`src/rtl/multdiv_sequencer.sv`:
```
// Sequential signed 32x32 multiply (radix-2 shift-add) and restoring divide, one bit per cycle.
// Define MULTDIV_DIV_EN to build the divider; without it a divide start returns an exception.
module multdiv_sequencer (
    input  logic        clock,
    input  logic        reset_n,
    input  logic        ctrl_MULT,
    input  logic        ctrl_DIV,
    input  logic [31:0] data_operandA,
    input  logic [31:0] data_operandB,
    output logic [31:0] data_result,
    output logic        data_exception,
    output logic        data_resultRDY,
    output logic        busy
);

    typedef enum logic [1:0] {
        ST_IDLE = 2'd0,
        ST_MUL  = 2'd1,
`ifdef MULTDIV_DIV_EN
        ST_DIV  = 2'd2,
`endif
        ST_DONE = 2'd3
    } state_t;

    function automatic logic [31:0] mag(input logic [31:0] x);
        return x[31] ? (~x + 32'd1) : x;
    endfunction

    state_t      state_q, state_d;
    logic [4:0]  cnt_q, cnt_d;
    logic        last_q, last_d;
    logic        err_q, err_d;
    logic        neg_q, neg_d;
    logic [31:0] opa_q, opa_d;      // multiplicand / divisor magnitude
    logic [31:0] hi_q, hi_d;        // product high half / partial remainder
    logic [31:0] lo_q, lo_d;        // multiplier -> product low half / dividend -> quotient
    logic [31:0] result_q, result_d;
    logic        exc_q, exc_d;
    logic        rdy_q, rdy_d;

    logic        start;
    logic [32:0] add_sum;
    logic [63:0] prod_mag;
    logic [63:0] prod_signed;
`ifdef MULTDIV_DIV_EN
    logic [32:0] trial;
    logic [31:0] quot_signed;
`endif

    assign start = ctrl_MULT | ctrl_DIV;

    always_comb begin
        // NOTE: every next-state value gets a default first so no path leaves a latch behind.
        state_d  = state_q;
        cnt_d    = cnt_q;
        last_d   = last_q;
        err_d    = err_q;
        neg_d    = neg_q;
        opa_d    = opa_q;
        hi_d     = hi_q;
        lo_d     = lo_q;
        result_d = result_q;
        exc_d    = exc_q;

        add_sum     = {1'b0, hi_q} + (lo_q[0] ? {1'b0, opa_q} : 33'd0);
        prod_mag    = {hi_q, lo_q};
        prod_signed = neg_q ? (~prod_mag + 64'd1) : prod_mag;
`ifdef MULTDIV_DIV_EN
        // hi_q stays below the divisor, so its MSB is zero and the shifted value fits 33 bits.
        trial       = {hi_q, lo_q[31]} - {1'b0, opa_q};
        quot_signed = neg_q ? (~lo_q + 32'd1) : lo_q;
`endif

        if (err_q) begin
            state_d  = ST_DONE;
            result_d = 32'd0;
            exc_d    = 1'b1;
            err_d    = 1'b0;
        end else begin
            case (state_q)
                ST_MUL: begin
                    if (!last_q) begin
                        hi_d   = add_sum[32:1];
                        lo_d   = {add_sum[0], lo_q[31:1]};
                        cnt_d  = cnt_q + 5'd1;
                        last_d = (cnt_q == 5'd31);
                    end else begin
                        state_d  = ST_DONE;
                        last_d   = 1'b0;
                        result_d = prod_signed[31:0];
                        exc_d    = (prod_signed[63:32] != {32{prod_signed[31]}});
                    end
                end
`ifdef MULTDIV_DIV_EN
                ST_DIV: begin
                    if (!last_q) begin
                        hi_d   = trial[32] ? {hi_q[30:0], lo_q[31]} : trial[31:0];
                        lo_d   = {lo_q[30:0], ~trial[32]};
                        cnt_d  = cnt_q + 5'd1;
                        last_d = (cnt_q == 5'd31);
                    end else begin
                        state_d  = ST_DONE;
                        last_d   = 1'b0;
                        result_d = quot_signed;
                        // Only a positive quotient of magnitude 2^31 overflows.
                        exc_d    = ~neg_q & lo_q[31];
                    end
                end
`endif
                ST_DONE: state_d = ST_IDLE;
                default: state_d = state_q;
            endcase
        end

        // A start is honoured in every state; an operation in flight is simply dropped.
        if (start) begin
            cnt_d  = 5'd0;
            last_d = 1'b0;
            err_d  = 1'b0;
            hi_d   = 32'd0;
            neg_d  = data_operandA[31] ^ data_operandB[31];
            if (ctrl_MULT) begin
                state_d = ST_MUL;
                opa_d   = mag(data_operandA);
                lo_d    = mag(data_operandB);
            end else begin
`ifdef MULTDIV_DIV_EN
                if (data_operandB == 32'd0) begin
                    state_d = ST_IDLE;
                    err_d   = 1'b1;
                end else begin
                    state_d = ST_DIV;
                    opa_d   = mag(data_operandB);
                    lo_d    = mag(data_operandA);
                end
`else
                state_d = ST_IDLE;
                err_d   = 1'b1;
`endif
            end
        end

        // Suppress a second pulse if DONE is re-entered straight from DONE.
        rdy_d = (state_d == ST_DONE) && !rdy_q;
    end

    always_ff @(posedge clock or negedge reset_n) begin
        if (!reset_n) begin
            state_q  <= ST_IDLE;
            cnt_q    <= 5'd0;
            last_q   <= 1'b0;
            err_q    <= 1'b0;
            neg_q    <= 1'b0;
            opa_q    <= 32'd0;
            hi_q     <= 32'd0;
            lo_q     <= 32'd0;
            result_q <= 32'd0;
            exc_q    <= 1'b0;
            rdy_q    <= 1'b0;
        end else begin
            // NOTE: non-blocking assignments so every register samples the pre-edge values.
            state_q  <= state_d;
            cnt_q    <= cnt_d;
            last_q   <= last_d;
            err_q    <= err_d;
            neg_q    <= neg_d;
            opa_q    <= opa_d;
            hi_q     <= hi_d;
            lo_q     <= lo_d;
            result_q <= result_d;
            exc_q    <= exc_d;
            rdy_q    <= rdy_d;
        end
    end

    always_comb begin
        busy = (state_q == ST_MUL);
`ifdef MULTDIV_DIV_EN
        if (state_q == ST_DIV) busy = 1'b1;
`endif
    end

    assign data_result    = result_q;
    assign data_exception = exc_q;
    assign data_resultRDY = rdy_q;

endmodule

```
`config.mk`:
```
export PLATFORM = sky130hd
export DESIGN_NAME = multdiv_sequencer
export DESIGN_NICKNAME = d
export VERILOG_FILES = /design/src/rtl/multdiv_sequencer.sv
export SDC_FILE = /design/constraint.sdc
export NUM_CORES = 1
export LEC_CHECK = 0
export CAP_MARGIN = 5
export CORE_MARGIN = 10
export CORE_UTILIZATION = 58
export CTS_CLUSTER_DIAMETER = 30
export CTS_CLUSTER_SIZE = 24
export DETAILED_ROUTE_END_ITERATION = 10
export GPL_TIMING_DRIVEN = 0
export PLACE_DENSITY = 0.81
export SLEW_MARGIN = 20
export SYNTH_ARGS = -nofsm -noshare
export SYNTH_HDL_FRONTEND = slang
export SYNTH_SLANG_ARGS = --single-unit
export TNS_END_PERCENT = 20
```
`constraint.sdc`:
```
create_clock -name clock -period 3.91 [get_ports clock]
set_input_delay 1.173 -clock clock [delete_from_list [all_inputs] [get_ports clock]]
set_output_delay 1.173 -clock clock [all_outputs]
set_load 0.005 [all_outputs]
```
==> metrics.cfg, run 1 <==
[synth]
synth_xor_xnor_area_share=0.1231
synth_nets=1320
synth-async-reset-ratio=1.000
synth_adder_area_share=0.04747
postSynthAreaPerCell_sq_um=8.380
syn_inst=1214
synth.most_common_cell=nand2_1
ys_types=61
synth_compound_area_frac=0.1937
synthMuxAreaShare=0.03997
synth_ff_type=dfrtp_1
ys_warn_count=0
synth_seq_cells=140
synth_commonest_cells=nand2_1, dfrtp_1, o21ai_0
synth_top_family_by_area=simple AND/OR/NAND/NOR gates
yosys.area.top_type=dfrtp_1
synth_top_area_frac=0.3444
yosys-top-cells-area=dfrtp_1, xor2_1, nand2_1
ys_seq_area_frac=0.3444
synth_edf_count=0
synthSimpleGateAreaFrac=0.2215
netlist_area_sq_mm=0.01017

[sta]
maxSlewViolCount=0
setup_violations=0
fmax_ghz=0.2595
slew_headroom=0.3254
rsz0062_at_grt=true
min_period_over_period=0.9856
worstMarginPinSlew_ns=1.012
clock_skew_ns=0.01020
layout_min_cycle_time_ns=3.854
hold_viol=0
worst_slack_ns=0.05636
setup_tns_ns=0

[detailed_routing]
viasPerCell=6.241
wl_per_cell_microns=19.13
wl_microns=30260
final_antenna_net_count=0
drt_iter0_drc=1023
drc=0
vias=9873
firstDrtPassIters=5

[min_path]
holdCritPathClass=reg2reg

[final_layout]
nNetsFinal=1450
synthToLayoutAreaGrowth_pct=21.72
diodes=0
drive_gt1_frac=0.08180
fin_util=0.7184
fillers=1315
design_area_sq_mm=0.01238

[die]
die_w_microns=152.4
die_h_microns=152.4
start_util=0.5902
die-area_sq_mm=0.02324
coreArea_sq_mm=0.01724
ioPinCount=103
rows=48

[placed_design]
gp_congestion=0.9832
port_buffers=102
hpwl_microns=22420
place_area_sq_mm=0.01151
dp_slack_ns=-0.9124

[setup_path]
crit_family=simple AND/OR/NAND/NOR gates
critPathMaxFanout=6
cpPeakStageDelay_ns=0.56
worstPathRequired_ns=4.26
worstPathBufferInverterCount=1
arrival_ns=4.21
critPathCaptureType=flip-flop
slowest_stage=or4_4
critical_path_class=in2reg
start_kind=input pin
path_cells=clkdlybuf4s50_1 > or4_4 > or3_1 > or4_4 > or2_4 > or3_1 > o41ai_2 > xnor2_1 > nand2_1 > o21ai_0

[clocking]
cts_tree=yes
numClockSinks=140
cts_buffer_depth=2
cts_made_buffers=17
path_clk_slew_ns=0.06
clk_latency_ns=0.44
htreeDepth=4
cts_root_buffer=clkbuf_16

[status]
status=completed

[grt]
grt_start_max_net_pins=81
antenna_found_initial=0
grt_pass1_vias=9743
grt_pass1_wl_microns=49690
grt_overflow=0
grtUsageTotal=0.2555

[run]
maxCapViolations=0

[power]
p_per_area_mw_per_mm2=361.2
ir_drop_uv=327.3
power_leakage_uw=0.005208

## layout by cell type (no fill, tap or decap), types with 6 or more instances in the layout
cell type / n
clkbuf_1: 54
xor2_1: 77
a21oi_1: 90
nor4_1: 7
nand3b_1: 6
ha_1: 36
and2_1: 33
clkdlybuf4s50_1: 93
or3_1: 15
o31ai_1: 35
mux2i_1: 38
nand2b_1: 11
or4_1: 21
dfrtp_1: 140
nand4_1: 11
nor2_1: 70
and3_1: 9
buf_4: 8
nor2b_1: 11
nand3_1: 25
a21o_1: 15
clkbuf_16: 17
nand2_1: 162
xnor2_1: 65
nor3_1: 17
o21ai_0: 119
inv_1: 17
or2_2: 11
or4_4: 6
o41ai_1: 18
## routing by layer
layer | global-route usage | up-vias | part of all wire
li1 | - | 4625 | -
met1 | 0.3399 | 4727 | 0.43
met2 | 0.4022 | 471 | 0.46
met3 | 0.06068 | 50 | 0.089
met4 | 0.08038 | 0 | 0.019
met5 | 0 | - | 0
## worst min-delay path, cell delays in order (launching register included)
cell     delay, ns
dfrtp_1       0.34
nand2_1       0.04
o21ai_0       0.06
## power breakdown
part	leakage [uW]	switching [uW]	internal, uW	total [uW]
combinational	0.00313	678	472	1150
clock	0.000286	654	954	1610
sequential	0.00179	159	1550	1710
total	0.00521	1490	2980	4470
## area by class of cell
cell class	count	area, sq um	area share
Inverter	20	80.08	0.006467
Sequential cell	140	3503	0.2829
Clock inverter	14	143.9	0.01162
Buffer	61	231.5	0.01869
Multi-Input combinational cell	993	6606	0.5335
Clock buffer	18	439.2	0.03547
Tap cell	225	281.5	0.02273
Timing Repair Buffer	111	1097	0.08861
## metrics by stage
| step | hold WS (ns) | instances | total power [uW] |
|---|---|---|---|
| floorplan | 0.4728 | 1214 | 2426 |
| global placement | 0.4612 | 1541 | 2784 |
| detailed placement | 0.4698 | 1542 | 2818 |
| CTS | 0.4841 | 1582 | 4439 |
| global route | 0.5139 | 1582 | 4669 |
| finish | 0.4769 | 1582 | 4472 |
## cells by family (layout without fill, tap and decap cells)
logic type                 count (synthesis)  count (layout)
and+or+nand+nor                          446             446
AOI/OAI and AO/OA                        326             326
xor gates and xnor gates                 143             143
DFF                                      140             140
buffers and inverters                     81             224
muxes                                     40              40
adders and majority gates                 38              38
## state kept, by name, summed over array words and instances, names as in the netlist
signal          cells
data_resultRDY      1
data_exception      1
err_q               1
opa_q              32
hi_q               32
last_q              1
lo_q               32
cnt_q               5
state_q             2
neg_q               1
data_result        32
## path summary, 6_finish.rpt
kind / from / end / slack [ns] / depth (start not counted)
max in group asynchronous: reset_n / last_q$_DFFE_PN0P_ / 2.49 / 2
max reg2reg: lo_q[0]$_DFF_PN0_ / data_exception$_DFFE_PN0P_ / 0.11 / 13
min in group asynchronous: reset_n / lo_q[22]$_DFF_PN0_ / 0.70 / 1
min: data_result[20]$_DFFE_PN0P_ / data_result[20]$_DFFE_PN0P_ / 0.48 / 2
min reg2reg: data_result[20]$_DFFE_PN0P_ / data_result[20]$_DFFE_PN0P_ / 0.48 / 2
max: data_operandB[8] / lo_q[30]$_DFF_PN0_ / 0.06 / 10
## what timing repair did
item | CTS | global route
endpoints found under the hold margin | 0 | 0
pin swaps | 13 | 6
setup buffers | 8 | 0
resized for setup | 52 | 27
endpoints found under the setup margin | 15 | 22
hold buffers | 0 | 0
(Power assumes the default switching activity.)
==> inputs of run 2 (changes only) <==
--- a/config.mk
+++ b/config.mk
@@ -5,6 +5,7 @@
 export SDC_FILE = /design/constraint.sdc
 export NUM_CORES = 1
 export LEC_CHECK = 0
+export ABC_CLOCK_PERIOD_IN_PS = 3910
 export CAP_MARGIN = 5
 export CORE_MARGIN = 10
 export CORE_UTILIZATION = 58
@@ -13,7 +14,6 @@
 export DETAILED_ROUTE_END_ITERATION = 10
 export GPL_TIMING_DRIVEN = 0
 export PLACE_DENSITY = 0.81
-export SLEW_MARGIN = 20
 export SYNTH_ARGS = -nofsm -noshare
 export SYNTH_HDL_FRONTEND = slang
 export SYNTH_SLANG_ARGS = --single-unit
==> run 2 against run 1 <==
Against the previous run:
- sequential power barely moved
- combinational power about the same
- sequential share of layout area hardly changed
- flip-flop and latch count unchanged
- non-clock buffer count increased by 1
- die area unchanged
- highest routed layer unchanged
- power rose by 0.36%
- clock power about the same
- fmax down 0.69%
- cell area is 0.10% higher
- global-route usage is 0.28 points lower
==> metrics.cfg, run 2 (synthesized netlist as in run 1, its figures left out) <==
[status]
status=completed

[die]
start_util=0.5902  ; unchanged
die_h_microns=152.4  ; unchanged
coreArea_sq_mm=0.01724  ; unchanged
die-area_sq_mm=0.02324  ; unchanged
rows=48  ; unchanged
die_w_microns=152.4  ; unchanged
ioPinCount=103  ; unchanged

[min_path]
hp-start=data_result[20]$_DFFE_PN0P_
holdCritPathClass=reg2reg

[clocking]
cts_root_buffer=clkbuf_16
cts_tree=yes
htreeDepth=4  ; unchanged
cts_buffer_depth=2  ; unchanged
cts_made_buffers=17  ; unchanged
path_clk_slew_ns=0.06  ; about the same
postCtsHoldBufs=0  ; unchanged
numClockSinks=140  ; unchanged
clk_latency_ns=0.44  ; about the same

[power]
internal-power_uw=2972  ; -0.29%
pwr-share-seq=0.382  ; about the same
power_leakage_uw=0.005208  ; about the same
switching_share=0.3378  ; +0.004267
finalPower_uw=4488  ; +0.36%
clkPwrFrac=0.361  ; about the same
comb_power_share=0.256  ; about the same
ir_drop_uv=316.8  ; -3.2%
power.switching_uw=1516  ; +1.6%
p_per_area_mw_per_mm2=362.1  ; +0.26%

[sta]
clock_skew_ns=0.008132  ; -0.002067 ns
setup_tns_ns=0  ; unchanged
hold_viol=0  ; unchanged
slew_headroom=0.1052  ; -0.2202
min_period_over_period=0.9925  ; +0.006877
worst_slack_ns=0.02947  ; -0.02689 ns
layout_min_cycle_time_ns=3.881  ; +0.02689 ns
fmax_ghz=0.2577  ; -0.69%
maxSlewViolCount=0  ; unchanged
rsz0062_at_grt=true
worstMarginPinSlew_ns=1.332  ; +0.3200 ns
setup_violations=0  ; unchanged

[final_layout]
nNetsFinal=1451  ; +0.069%
stdcell_count=1583  ; +0.063%
final_cell_mix=nand2_1, dfrtp_1, o21ai_0, clkdlybuf4s50_1, a21oi_1
synthToLayoutAreaGrowth_pct=21.84
diodes=0  ; unchanged
layout_commonest_cell=nand2_1
drive_gt1_frac=0.08027  ; -0.001533

[setup_path]
critical_path_class=in2reg
arrival_ns=4.23  ; +0.02 ns
critPathMaxFanout=6  ; unchanged
reg2reg_slack_ns=0.20  ; +0.09 ns
start_kind=input pin
r2r-start=lo_q[0]$_DFF_PN0_
critPathCaptureType=flip-flop
worstPathRequired_ns=4.26  ; about the same
startpoint=data_operandB[6]

[detailed_routing]
viasPerCell=6.262  ; +0.33%
firstDrtPassIters=6  ; +1
final_antenna_net_count=0  ; unchanged
wl_per_cell_microns=19.30  ; +0.90%
drc=0  ; unchanged
vias=9912  ; +0.40%
wl_microns=30550  ; +0.96%
drt_iter0_drc=1211  ; +18%

[placed_design]
place_inst=1542  ; unchanged
dp_slack_ns=-0.9026  ; +0.009836 ns
hpwl_microns=22460  ; +0.17%
port_buffers=102  ; unchanged
gp_congestion=0.9832  ; unchanged

[grt]
grt_overflow=0  ; unchanged
grt_pass1_wl_microns=49160  ; -1.1%
grt_start_max_net_pins=81  ; unchanged
antenna_found_initial=0  ; unchanged
grt_pass1_vias=9559  ; -1.9%
grtUsageTotal=0.2528  ; -0.002751

[run]
maxCapViolations=0  ; unchanged

[run 2: cell count changes in the layout (fill, tap and decap cells not counted), sizes merged]
cell and delta:
clkinv -2, clkbuf -1, buf +1, clkinvlp +1, inv +2
[run 2: layout make-up]
| cell class | count | area [sq um] |
|---|---|---|
| plain buffers | 61 | 231.5 |
| fillers | 1319 | 4841 |
| flip-flops and latches | 140 | 3505 |
| inverters | 20 | 80.08 |
| well taps | 225 | 281.5 |
| repair buffers | 112 | 1101 |
| multi-input cells | 993 | 6609 |
| clock inverters | 15 | 162.7 |
| clock buffers | 17 | 425.4 |
[run 2: final timing paths]
kind / endpoint / depth (start not counted)
max: lo_q[30]$_DFF_PN0_ / 10
min: data_result[20]$_DFFE_PN0P_ / 2
max reg2reg: data_exception$_DFFE_PN0P_ / 13
min reg2reg: data_result[20]$_DFFE_PN0P_ / 2
max in group asynchronous: last_q$_DFFE_PN0P_ / 2
min in group asynchronous: lo_q[25]$_DFF_PN0_ / 1
[run 2: worst max-delay path, stage by stage]
cell	delay, ns
clkdlybuf4s50_1	0.50
or4_4	0.52
or3_1	0.32
or4_1	0.47
or2_4	0.29
or3_1	0.38
o41ai_2	0.25
xnor2_1	0.16
nand2_1	0.07
o21ai_0	0.09
[run 2: power by group through the flow]
| stage | logic (uW) | registers [uW] | clock network, uW |
|---|---|---|---|
| CTS | 1110 | 1700 | 1630 |
| global placement | 1060 | 1720 | 0 |
| detailed placement | 1090 | 1720 | 0 |
| finish | 1150 | 1720 | 1620 |
| floorplan | 760 | 1670 | 0 |
| global route | 1270 | 1730 | 1690 |
[run 2: timing repair]
action,in CTS,in global routing
gates resized for setup,53,26
setup endpoints to repair,15,19
buffers inserted,7,2
pin swaps,13,5
[run 2: per-layer routing]
layer / vias up / GRT usage / part of all wire
met2: 538 / 0.4003 / 0.45
li1: 4627 / - / -
met5: - / 0 / 0
met4: 0 / 0.07947 / 0.027
met1: 4655 / 0.3385 / 0.42
met3: 92 / 0.05306 / 0.095
[run 2: stage by stage]
stage                     utilization  hold slack [ns]  instance area [sq um]
after global placement         0.6658           0.4612                  11480
after floorplan                     -           0.4728                  10170
final                          0.7191           0.4756                  12400
after CTS                      0.7109           0.4840                  12250
after global routing           0.7191           0.5125                  12400
after detailed placement       0.6675           0.4698                  11500
